===== src/rtl/m_ext_sequencer_if.sv =====
// EX-stage <-> RV32M sequencer signal bundle.
// master = EX pipeline side, slave = sequencer.
interface m_ext_sequencer_if;
  logic        start;
  logic        flush;
  logic [2:0]  func3;
  logic [31:0] op_a;
  logic [31:0] op_b;
  logic [4:0]  rd_in;
  logic        stall;
  logic        busy;
  logic        result_valid;
  logic [31:0] result;
  logic [4:0]  rd_out;

  modport master (
    output start, flush, func3,
    output op_a, op_b, rd_in,
    input  stall, busy, result_valid,
    input  result, rd_out
  );

  modport slave (
    input  start, flush, func3,
    input  op_a, op_b, rd_in,
    output stall, busy, result_valid,
    output result, rd_out
  );
endinterface


===== src/rtl/m_ext_sequencer.sv =====
// RV32M iterative multiply/divide sequencer (IDLE/BUSY/DONE).
// Define M_FAST_MUL_EN for a single-cycle combinational multiply path.
module m_ext_sequencer #(
  parameter int UNROLL = 1
) (
  input  logic clk,
  input  logic rst,
  m_ext_sequencer_if.slave mx
);

  localparam int N = 32 / UNROLL;
  localparam logic [5:0] LAST = 6'(N - 1);

  typedef enum logic [1:0] {
    IDLE, BUSY, DONE
  } state_t;

  state_t      state, state_nx;
  logic [2:0]  f3_q;
  logic        neg_q, byp_q;
  logic [31:0] hi_q, lo_q, m_q;
  logic [31:0] res_q, fin;
  logic [5:0]  cnt_q;
  logic [4:0]  rd_q;

  logic        is_div, a_sgn, b_sgn;
  logic        neg_a, neg_b;
  logic [31:0] mag_a, mag_b;
  logic        b_zero, ovf, corner;
  logic [31:0] corner_val;
  logic        fast, accept;

  always_comb begin
    is_div = mx.func3[2];
    a_sgn  = is_div ? ~mx.func3[0]
                    : ~(mx.func3[1] & mx.func3[0]);
    b_sgn  = is_div ? ~mx.func3[0] : ~mx.func3[1];
    neg_a  = a_sgn & mx.op_a[31];
    neg_b  = b_sgn & mx.op_b[31];
    mag_a  = neg_a ? -mx.op_a : mx.op_a;
    mag_b  = neg_b ? -mx.op_b : mx.op_b;
    b_zero = mx.op_b == 32'h0;
    ovf    = ~mx.func3[0] &
             (mx.op_a == 32'h8000_0000) &
             (mx.op_b == 32'hFFFF_FFFF);
    corner = is_div & (b_zero | ovf);
    if (b_zero)
      corner_val = mx.func3[1] ? mx.op_a
                               : 32'hFFFF_FFFF;
    else
      corner_val = mx.func3[1] ? 32'h0
                               : 32'h8000_0000;
`ifdef M_FAST_MUL_EN
    fast = ~is_div;
`else
    fast = 1'b0;
`endif
    accept = (state == IDLE) & mx.start & ~mx.flush;
  end

  // One radix-2 step per unrolled bit: restoring divide or shift-add multiply.
  function automatic logic [63:0] step(
    input logic        div,
    input logic [31:0] h_in,
    input logic [31:0] l_in,
    input logic [31:0] m
  );
    logic [31:0] h, l;
    logic [32:0] t;
    h = h_in;
    l = l_in;
    for (int k = 0; k < UNROLL; k++) begin
      if (div) begin
        t = {h, l[31]};
        l = {l[30:0], 1'b0};
        if (t >= {1'b0, m}) begin
          t = t - {1'b0, m};
          l[0] = 1'b1;
        end
        h = t[31:0];
      end else begin
        t = {1'b0, h} +
            (l[0] ? {1'b0, m} : 33'd0);
        h = t[32:1];
        l = {t[0], l[31:1]};
      end
    end
    return {h, l};
  endfunction

  always_ff @(posedge clk or posedge rst) begin
    if (rst)
      state <= IDLE;
    else
      state <= state_nx;
  end

  always_comb begin
    state_nx = state;
    unique case (state)
      IDLE:
        if (accept)
          state_nx = (corner | fast) ? DONE : BUSY;
      BUSY:
        if (mx.flush)
          state_nx = IDLE;
        else if (cnt_q == LAST)
          state_nx = DONE;
      DONE:
        state_nx = IDLE;
      default:
        state_nx = IDLE;
    endcase
  end

  always_ff @(posedge clk or posedge rst) begin
    if (rst) begin
      f3_q  <= '0;
      rd_q  <= '0;
      neg_q <= 1'b0;
      byp_q <= 1'b0;
      cnt_q <= '0;
      m_q   <= '0;
      hi_q  <= '0;
      lo_q  <= '0;
      res_q <= '0;
    end else begin
      if (accept) begin
        f3_q  <= mx.func3;
        rd_q  <= mx.rd_in;
        neg_q <= (is_div & mx.func3[1]) ? neg_a
                                        : neg_a ^ neg_b;
        byp_q <= corner;
        cnt_q <= '0;
        m_q   <= is_div ? mag_b : mag_a;
        hi_q  <= '0;
        lo_q  <= corner ? corner_val
               : is_div ? mag_a : mag_b;
`ifdef M_FAST_MUL_EN
        if (fast)
          {hi_q, lo_q} <= 64'(mag_a) * 64'(mag_b);
`endif
      end else if (state == BUSY) begin
        {hi_q, lo_q} <= step(f3_q[2], hi_q,
                             lo_q, m_q);
        cnt_q <= cnt_q + 6'd1;
      end
      if (state == DONE)
        res_q <= fin;
    end
  end

  logic [63:0] prod, prod_c;
  logic [31:0] quo_c, rem_c;

  always_comb begin
    prod   = {hi_q, lo_q};
    prod_c = neg_q ? -prod : prod;
    quo_c  = neg_q ? -lo_q : lo_q;
    rem_c  = neg_q ? -hi_q : hi_q;
    fin    = '0;
    unique case (1'b1)
      byp_q:
        fin = lo_q;
      ~byp_q & ~f3_q[2] & (f3_q[1:0] == 2'b00):
        fin = prod_c[31:0];
      ~byp_q & ~f3_q[2] & (f3_q[1:0] != 2'b00):
        fin = prod_c[63:32];
      ~byp_q & f3_q[2] & ~f3_q[1]:
        fin = quo_c;
      ~byp_q & f3_q[2] & f3_q[1]:
        fin = rem_c;
      default:
        fin = '0;
    endcase
  end

  always_comb begin
    mx.stall        = accept | (state == BUSY);
    mx.busy         = state != IDLE;
    mx.result_valid = state == DONE;
    mx.result       = (state == DONE) ? fin : res_q;
    mx.rd_out       = rd_q;
  end

endmodule


===== src/flat_wrapper.sv =====
// flat-port wrapper written by rule: the top's interface ports become plain ports
module m_ext_sequencer_flat 
#(
  parameter int UNROLL = 1
)
  (clk, rst, mx_start, mx_flush, mx_func3, mx_op_a, mx_op_b, mx_rd_in, mx_stall, mx_busy, mx_result_valid, mx_result, mx_rd_out);
  m_ext_sequencer_if mx_i ();
  input  logic clk;
  input  logic rst;
  input wire logic [$bits(mx_i.start)-1:0] mx_start;
  input wire logic [$bits(mx_i.flush)-1:0] mx_flush;
  input wire logic [$bits(mx_i.func3)-1:0] mx_func3;
  input wire logic [$bits(mx_i.op_a)-1:0] mx_op_a;
  input wire logic [$bits(mx_i.op_b)-1:0] mx_op_b;
  input wire logic [$bits(mx_i.rd_in)-1:0] mx_rd_in;
  output wire logic [$bits(mx_i.stall)-1:0] mx_stall;
  output wire logic [$bits(mx_i.busy)-1:0] mx_busy;
  output wire logic [$bits(mx_i.result_valid)-1:0] mx_result_valid;
  output wire logic [$bits(mx_i.result)-1:0] mx_result;
  output wire logic [$bits(mx_i.rd_out)-1:0] mx_rd_out;
  assign mx_i.start = mx_start;
  assign mx_i.flush = mx_flush;
  assign mx_i.func3 = mx_func3;
  assign mx_i.op_a = mx_op_a;
  assign mx_i.op_b = mx_op_b;
  assign mx_i.rd_in = mx_rd_in;
  assign mx_stall = mx_i.stall;
  assign mx_busy = mx_i.busy;
  assign mx_result_valid = mx_i.result_valid;
  assign mx_result = mx_i.result;
  assign mx_rd_out = mx_i.rd_out;
  m_ext_sequencer #(.UNROLL(UNROLL)) u_core (.clk(clk), .rst(rst), .mx(mx_i));
endmodule

===== config.mk =====
export PLATFORM = sky130hd
export DESIGN_NAME = m_ext_sequencer_flat
export DESIGN_NICKNAME = d
export VERILOG_FILES = /design/src/rtl/m_ext_sequencer_if.sv /design/src/rtl/m_ext_sequencer.sv /design/src/flat_wrapper.sv
export SDC_FILE = /design/constraint.sdc
export NUM_CORES = 1
export LEC_CHECK = 0
export ABC_AREA = 1
export BUFFER_PORTS_ARGS = -buffer_cell sky130_fd_sc_hd__buf_2
export CORE_MARGIN = 5
export CORE_UTILIZATION = 25
export CTS_CLUSTER_SIZE = 12
export DETAILED_ROUTE_END_ITERATION = 12
export GPL_TIMING_DRIVEN = 1
export HOLD_SLACK_MARGIN = 0.08
export PLACE_DENSITY = 0.4
export SYNTH_ARGS = -nofsm -noshare
export SYNTH_HDL_FRONTEND = slang
export SYNTH_SLANG_ARGS = --single-unit

===== constraint.sdc =====
create_clock -name clk -period 12.9 [get_ports clk]
set_input_delay 1.29 -clock clk [delete_from_list [all_inputs] [get_ports clk]]
set_output_delay 1.29 -clock clk [all_outputs]
set_load 0.02 [all_outputs]

Yosys cells after proc, flatten, opt, wreduce, memory -nomap -nowiden
Cells that the tools add are included.
{ "totals": {"in_bits": 76, "ff_bits": 146, "elab_cells": 90} }
{ "op_classes": {"bitwise": 25, "addsub": 8, "order_cmp": 1, "n_eq_ne": 7, "mux": 32, "reduce_logical": 7} }
{ "op_table": {"columns": ["op", "count"], "rows": [
  ["$mux 32", 19],
  ["$pmux 32 s5", 1],
  ["$neg 32->32", 4],
  ["$eq 32x32->1 const B", 2],
  ["$mux 64", 1],
  ["$neg 64->64", 1],
  ["$add 32x32->33", 1],
  ["$ge 33x32->1", 1],
  ["$logic_not 32->1", 1],
  ["$sub 32x32->32", 1],
  ["$and 1x1->1", 15],
  ["$mux 6", 2],
  ["$mux 2", 4],
  ["$not 1->1", 7],
  ["$add 6x1->6 const B", 1],
  ["$eq 6x5->1 const B", 1],
  ["$reduce_bool 2->1", 3],
  ["$logic_not 2->1", 2],
  ["$mux 1", 4],
  ["$pmux 2 s2", 1],
  ["$ne 3x2->1 const B", 1],
  ["$eq 2x1->1 const B", 1],
  ["$eq 2x2->1 const B", 1],
  ["$ne 2x1->1 const B", 1],
  ["3 further kinds", 4]
]} }

Logic depth before layout (Yosys ltp)
{ "logic_depth": {"depth_word": 8, "ltp_mapped": 20, "ltp_nobuf": 18} }

Worst setup path before layout
No wires, ideal clock.
{ "synth_path": {"kind": "input to output", "startpoint": "input mx_flush", "endpoint": "output mx_stall", "cell_stages": 6, "n_path_buf": 1, "setup_slack_ns": 9.353, "arrival_ns": 2.257, "path_cell_list": "inv_1 -> nand3_1 -> inv_2 -> nor2_2 -> inv_2 -> clkbuf_1"} }
{ "synth_via": {"elab_chain_cells": 3} }
{ "synth_lines": {"columns": ["element", "line_no", "text"], "rows": [
  ["start, declared", "flat_wrapper.sv:11", "input wire logic [$bits(mx_i.flush)-1:0] mx_flush;"],
  ["$not 1->1", "m_ext_sequencer.sv:58", "accept = (state == IDLE) & mx.start & ~mx.flush;"],
  ["$and 1x1->1", "m_ext_sequencer.sv:58", null],
  ["$or 1x1->1", "m_ext_sequencer.sv:179", "mx.stall = accept | (state == BUSY);"],
  ["end, declared", "flat_wrapper.sv:16", "output wire logic [$bits(mx_i.stall)-1:0] mx_stall;"]
]} }
Every way passes these cells.

Final worst setup path
{ "layout_path": {"startpoint": "register u_core.lo_q[0]", "endpoint": "output mx_result[20]"} }
{ "layout_via": {"elab_chain_cells": 4, "word_cells_on_any_way": 6, "classes_between": "add/sub: 2; mux: 4"} }
{ "layout_lines": {"columns": ["element", "line_no", "text"], "rows": [
  ["start, declared", "m_ext_sequencer.sv:21", "logic [31:0] hi_q, lo_q, m_q;"],
  ["start signal, assigned", "m_ext_sequencer.sv:137", "lo_q <= corner ? corner_val"],
  ["start signal, assigned", "m_ext_sequencer.sv:144", "{hi_q, lo_q} <= step(f3_q[2], hi_q,"],
  ["$neg 64->64 / $neg 32->32 (equally long branches)", "m_ext_sequencer.sv:158, m_ext_sequencer.sv:159", null],
  ["$mux 64 / $mux 32 (equally long branches)", "m_ext_sequencer.sv:158, m_ext_sequencer.sv:159", null],
  ["$pmux 32 s5 (*)", "m_ext_sequencer.sv:162", "unique case (1'b1)"],
  ["$mux 32 (*)", "m_ext_sequencer.sv:182", "mx.result = (state == DONE) ? fin : res_q;"],
  ["end, declared", "flat_wrapper.sv:19", "output wire logic [$bits(mx_i.result)-1:0] mx_result;"]
]} }
Every way passes the cells marked *; elsewhere a longest branch is shown, timed or not.

==> impl_metrics.toml <==
[global_route]
grt_max_degree = 79
antenna_found_initial = 1
grt_overflow = 0
grt_usage_pct = 23.4
grt_pass1_vias = 21200
grt_pass1_wl_um = 143000

[pwr]
ir_drop_mv = 0.103
netSwitchingPower_mw = 2.74
swShare_pct = 60.8
p_leak_nw = 10.9
powerDensity_nw_per_um2 = 216
power_frac_seq_pct = 21.4
combPwrFrac_pct = 66.8
internal_power_mw = 1.77
clkPwrFrac_pct = 11.8

[clock_tree]
clk_latency_ns = 0.50
cts.sinks = 146
ctsHoldBuffers = 0
cts_tree = "done"
clockRootBuffer = "clkbuf_16"
cts_buffer_depth = 2
cts_post_setup_buffers_inserted = 0
htreeDepth = 4
clk_pin_slew_ns = 0.08
cts_resized = 0
numCtsBuffers = 17

[worst_setup_path]
worstPathArrival_ns = 3.68
cp.depth = 11
end_kind = "primary output"
start_kind = "register"
cpLargestDelayFamily = "simple AND/OR/NAND/NOR gates"
crit-reg2reg-launch = "u_core.lo_q[0]"
slowest_delay_ns = 0.79
path_cells = "inv_2 > ha_1 > nand3_2 > nor2_4 > nand3_1 > nor2_1 > nand3_1 > a21oi_1 > o21ai_0 > a21oi_1 > buf_2"
crit_fanout = 34
crit_slowest_cell = "dfrtp_1"
r2r-end = "u_core.hi_q[31]"
required_ns = 11.61
r2r_cells = 18
r2r_slack_ns = 9.34
critPathKind = "reg -> out"
critPathBufInv = 2

[placement]
io_buffers = 115
gp_congestion = 0.963
place_ws_ns = 8.42
dp.final_hpwl_um = 78800

[route]
num_vias = 22500
drc_errors = 0
viasPerCell = 5.04
detail_route.wl_per_cell_um = 21.8
dr.pass1.iters = 6
wl_um = 97200
drtIter0Drc = 2109
postRouteAntennaNets = 0

[final_layout]
post-route-util_pct = 28.1
multi_input_comb_area_um2 = 12800
fin_nets = 3632
fill_cells = 8799
layout-drive-gt1-share_pct = 7.75
area_delta_synth_final_pct = 11.2
n_antenna_cell = 0
register_area_um2 = 3660

[sta]
fin_crit_ns = 4.97
rsz0062_at_grt = "no"
setup_tns_ns = 0
slew_violations = 0
relSlewSlack_pct = 26.8
worst_pin_slew_ns = 1.10
worst_hold_slack_ns = 0.482
setup-violations-final = 0
fin_crit_sh_pct = 38.5
hold_violations = 0
final.setup.worst_slack_ns = 7.93
finClkSkew_ns = 0.0237
fmax_ghz = 0.201

[floorplan]
initial_utilization_pct = 25.3
die_area_um2 = 81000
io_pins = 116
rows = 100
die_w_um = 285
core_um2 = 74600
die_y_um = 285

[worst_hold_path]
hold_start = "u_core.mx.rd_out[3]"
hold_depth = 2
worstHoldEndpoint = "u_core.mx.rd_out[3]"
hp-class = "reg -> reg"

[yosys]
synth_common_cells = "nand2_1 (1152), inv_1 (480), nor2_1 (410)"
synth_top_area_cell = "nand2_1"
ys_seq_area_share_pct = 19.4
syn_nets = 3586
syn_inst = 3438
ys_seq_elements = 146
async_reset_ff_share_pct = 100
syn_avg_cell_area_um2 = 5.48
synth_warnings = 0
netlist-cell-type-count = 56
synthFlopType = "dfrtp_1"
synth.cell_area_um2 = 18800
netlist_top_cells_area = "nand2_1 (23%), dfrtp_1 (19%), inv_1 (9.6%), nand3_1 (8.9%), nor2_1 (8.2%)"
synth_edf_count = 0
synth_top_area_share_pct = 22.9
yosysMostFrequentCell = "nand2_1"

[outcome]
status = "complete, no violations"

[flow_run]
drv_cap = 0
worst register-to-register path: cells and delay by family (launching register included):
family	cells	cell delay, ns
simple gates	9	0.83
flops	1	1.07
compound gates	2	0.59
fa+ha+maj	2	0.58
buf+inv	5	0.44
logic make-up after synthesis:
| logic type | share of synthesized area [%] |
|---|---|
| adders and majority gates | 4.86 |
| AOI/OAI and AO/OA | 13.7 |
| and+or+nand+nor | 46.8 |
| buffers and inverters | 13.0 |
| xor gates and xnor gates | 2.32 |
| DFF | 19.4 |
placed cells by master, fill, tap and decap left out, types with 9 or more instances in the layout:
cell type	instances
nor2_2	19
buf_2	115
nand3b_1	11
o211ai_1	32
nor2_4	9
nor3_1	42
o21ai_0	172
nand2_1	1152
a31oi_1	13
dfrtp_1	144
o221ai_1	9
o21ai_1	36
inv_1	479
inv_2	21
clkbuf_16	17
buf_4	30
nor2_1	408
nand3_1	333
o21bai_1	11
a21oi_1	157
nand3_2	10
xor2_1	43
nand4_1	63
ha_1	70
and2_1	10
stage by stage:
step | instance area, µm² | instances | total power, mW
global placement | 20300 | 4434 | 3.96
CTS | 20900 | 4466 | 4.49
finish | 20900 | 4466 | 4.51
floorplan | 18800 | 3438 | 2.83
detailed placement | 20300 | 4434 | 3.93
global route | 20900 | 4466 | 4.91
how the worst max path moves through the flow:
stage	slack, ns	startpoint	end
4_1_cts	7.85	u_core.lo_q[0]	mx_result[20]
3_3_place_gp	8.56	u_core.lo_q[0]	mx_result[20]
5_1_grt	7.55	u_core.lo_q[0]	mx_result[20]
2_1_floorplan	7.69	rst	u_core.byp_q
6_report	7.93	u_core.lo_q[0]	mx_result[20]
3_5_place_dp	8.42	u_core.lo_q[0]	mx_result[20]
state kept, by name, indices dropped and copies added, names as in the netlist:
register	count
u_core.hi_q	32
u_core.lo_q	32
u_core.m_q	32
u_core.res_q	32
u_core.cnt_q	6
u_core.mx.rd_out	5
u_core.f3_q	3
u_core.state	2
u_core.byp_q	1
u_core.neg_q	1
cell type report:
cell class,instances,area share (%)
clock inverter,15,0.860
clock buffer,17,2.03
multi-input combinational,2671,61.0
timing repair buffer,145,3.82
tap,969,5.79
inverter,503,9.04
sequential,146,17.5
layer usage:
metal	global-route usage [%]	wire, µm	vias to the layer above
met5	0	0	-
met4	7.97	3210	0
li1	-	-	11100
met3	2.88	6020	113
met2	35.6	41600	839
met1	34.2	46400	10500
power by group through the flow:
| stage | logic [mW] | clock network (mW) | registers, mW |
|---|---|---|---|
| final | 3.02 | 0.532 | 0.967 |
| after floorplan | 2.06 | 0 | 0.769 |
| after detailed placement | 2.97 | 0 | 0.962 |
| after global placement | 3.00 | 0 | 0.959 |
| after CTS | 2.98 | 0.551 | 0.954 |
| after global routing | 3.36 | 0.566 | 0.980 |
(Power assumes the default switching activity.)
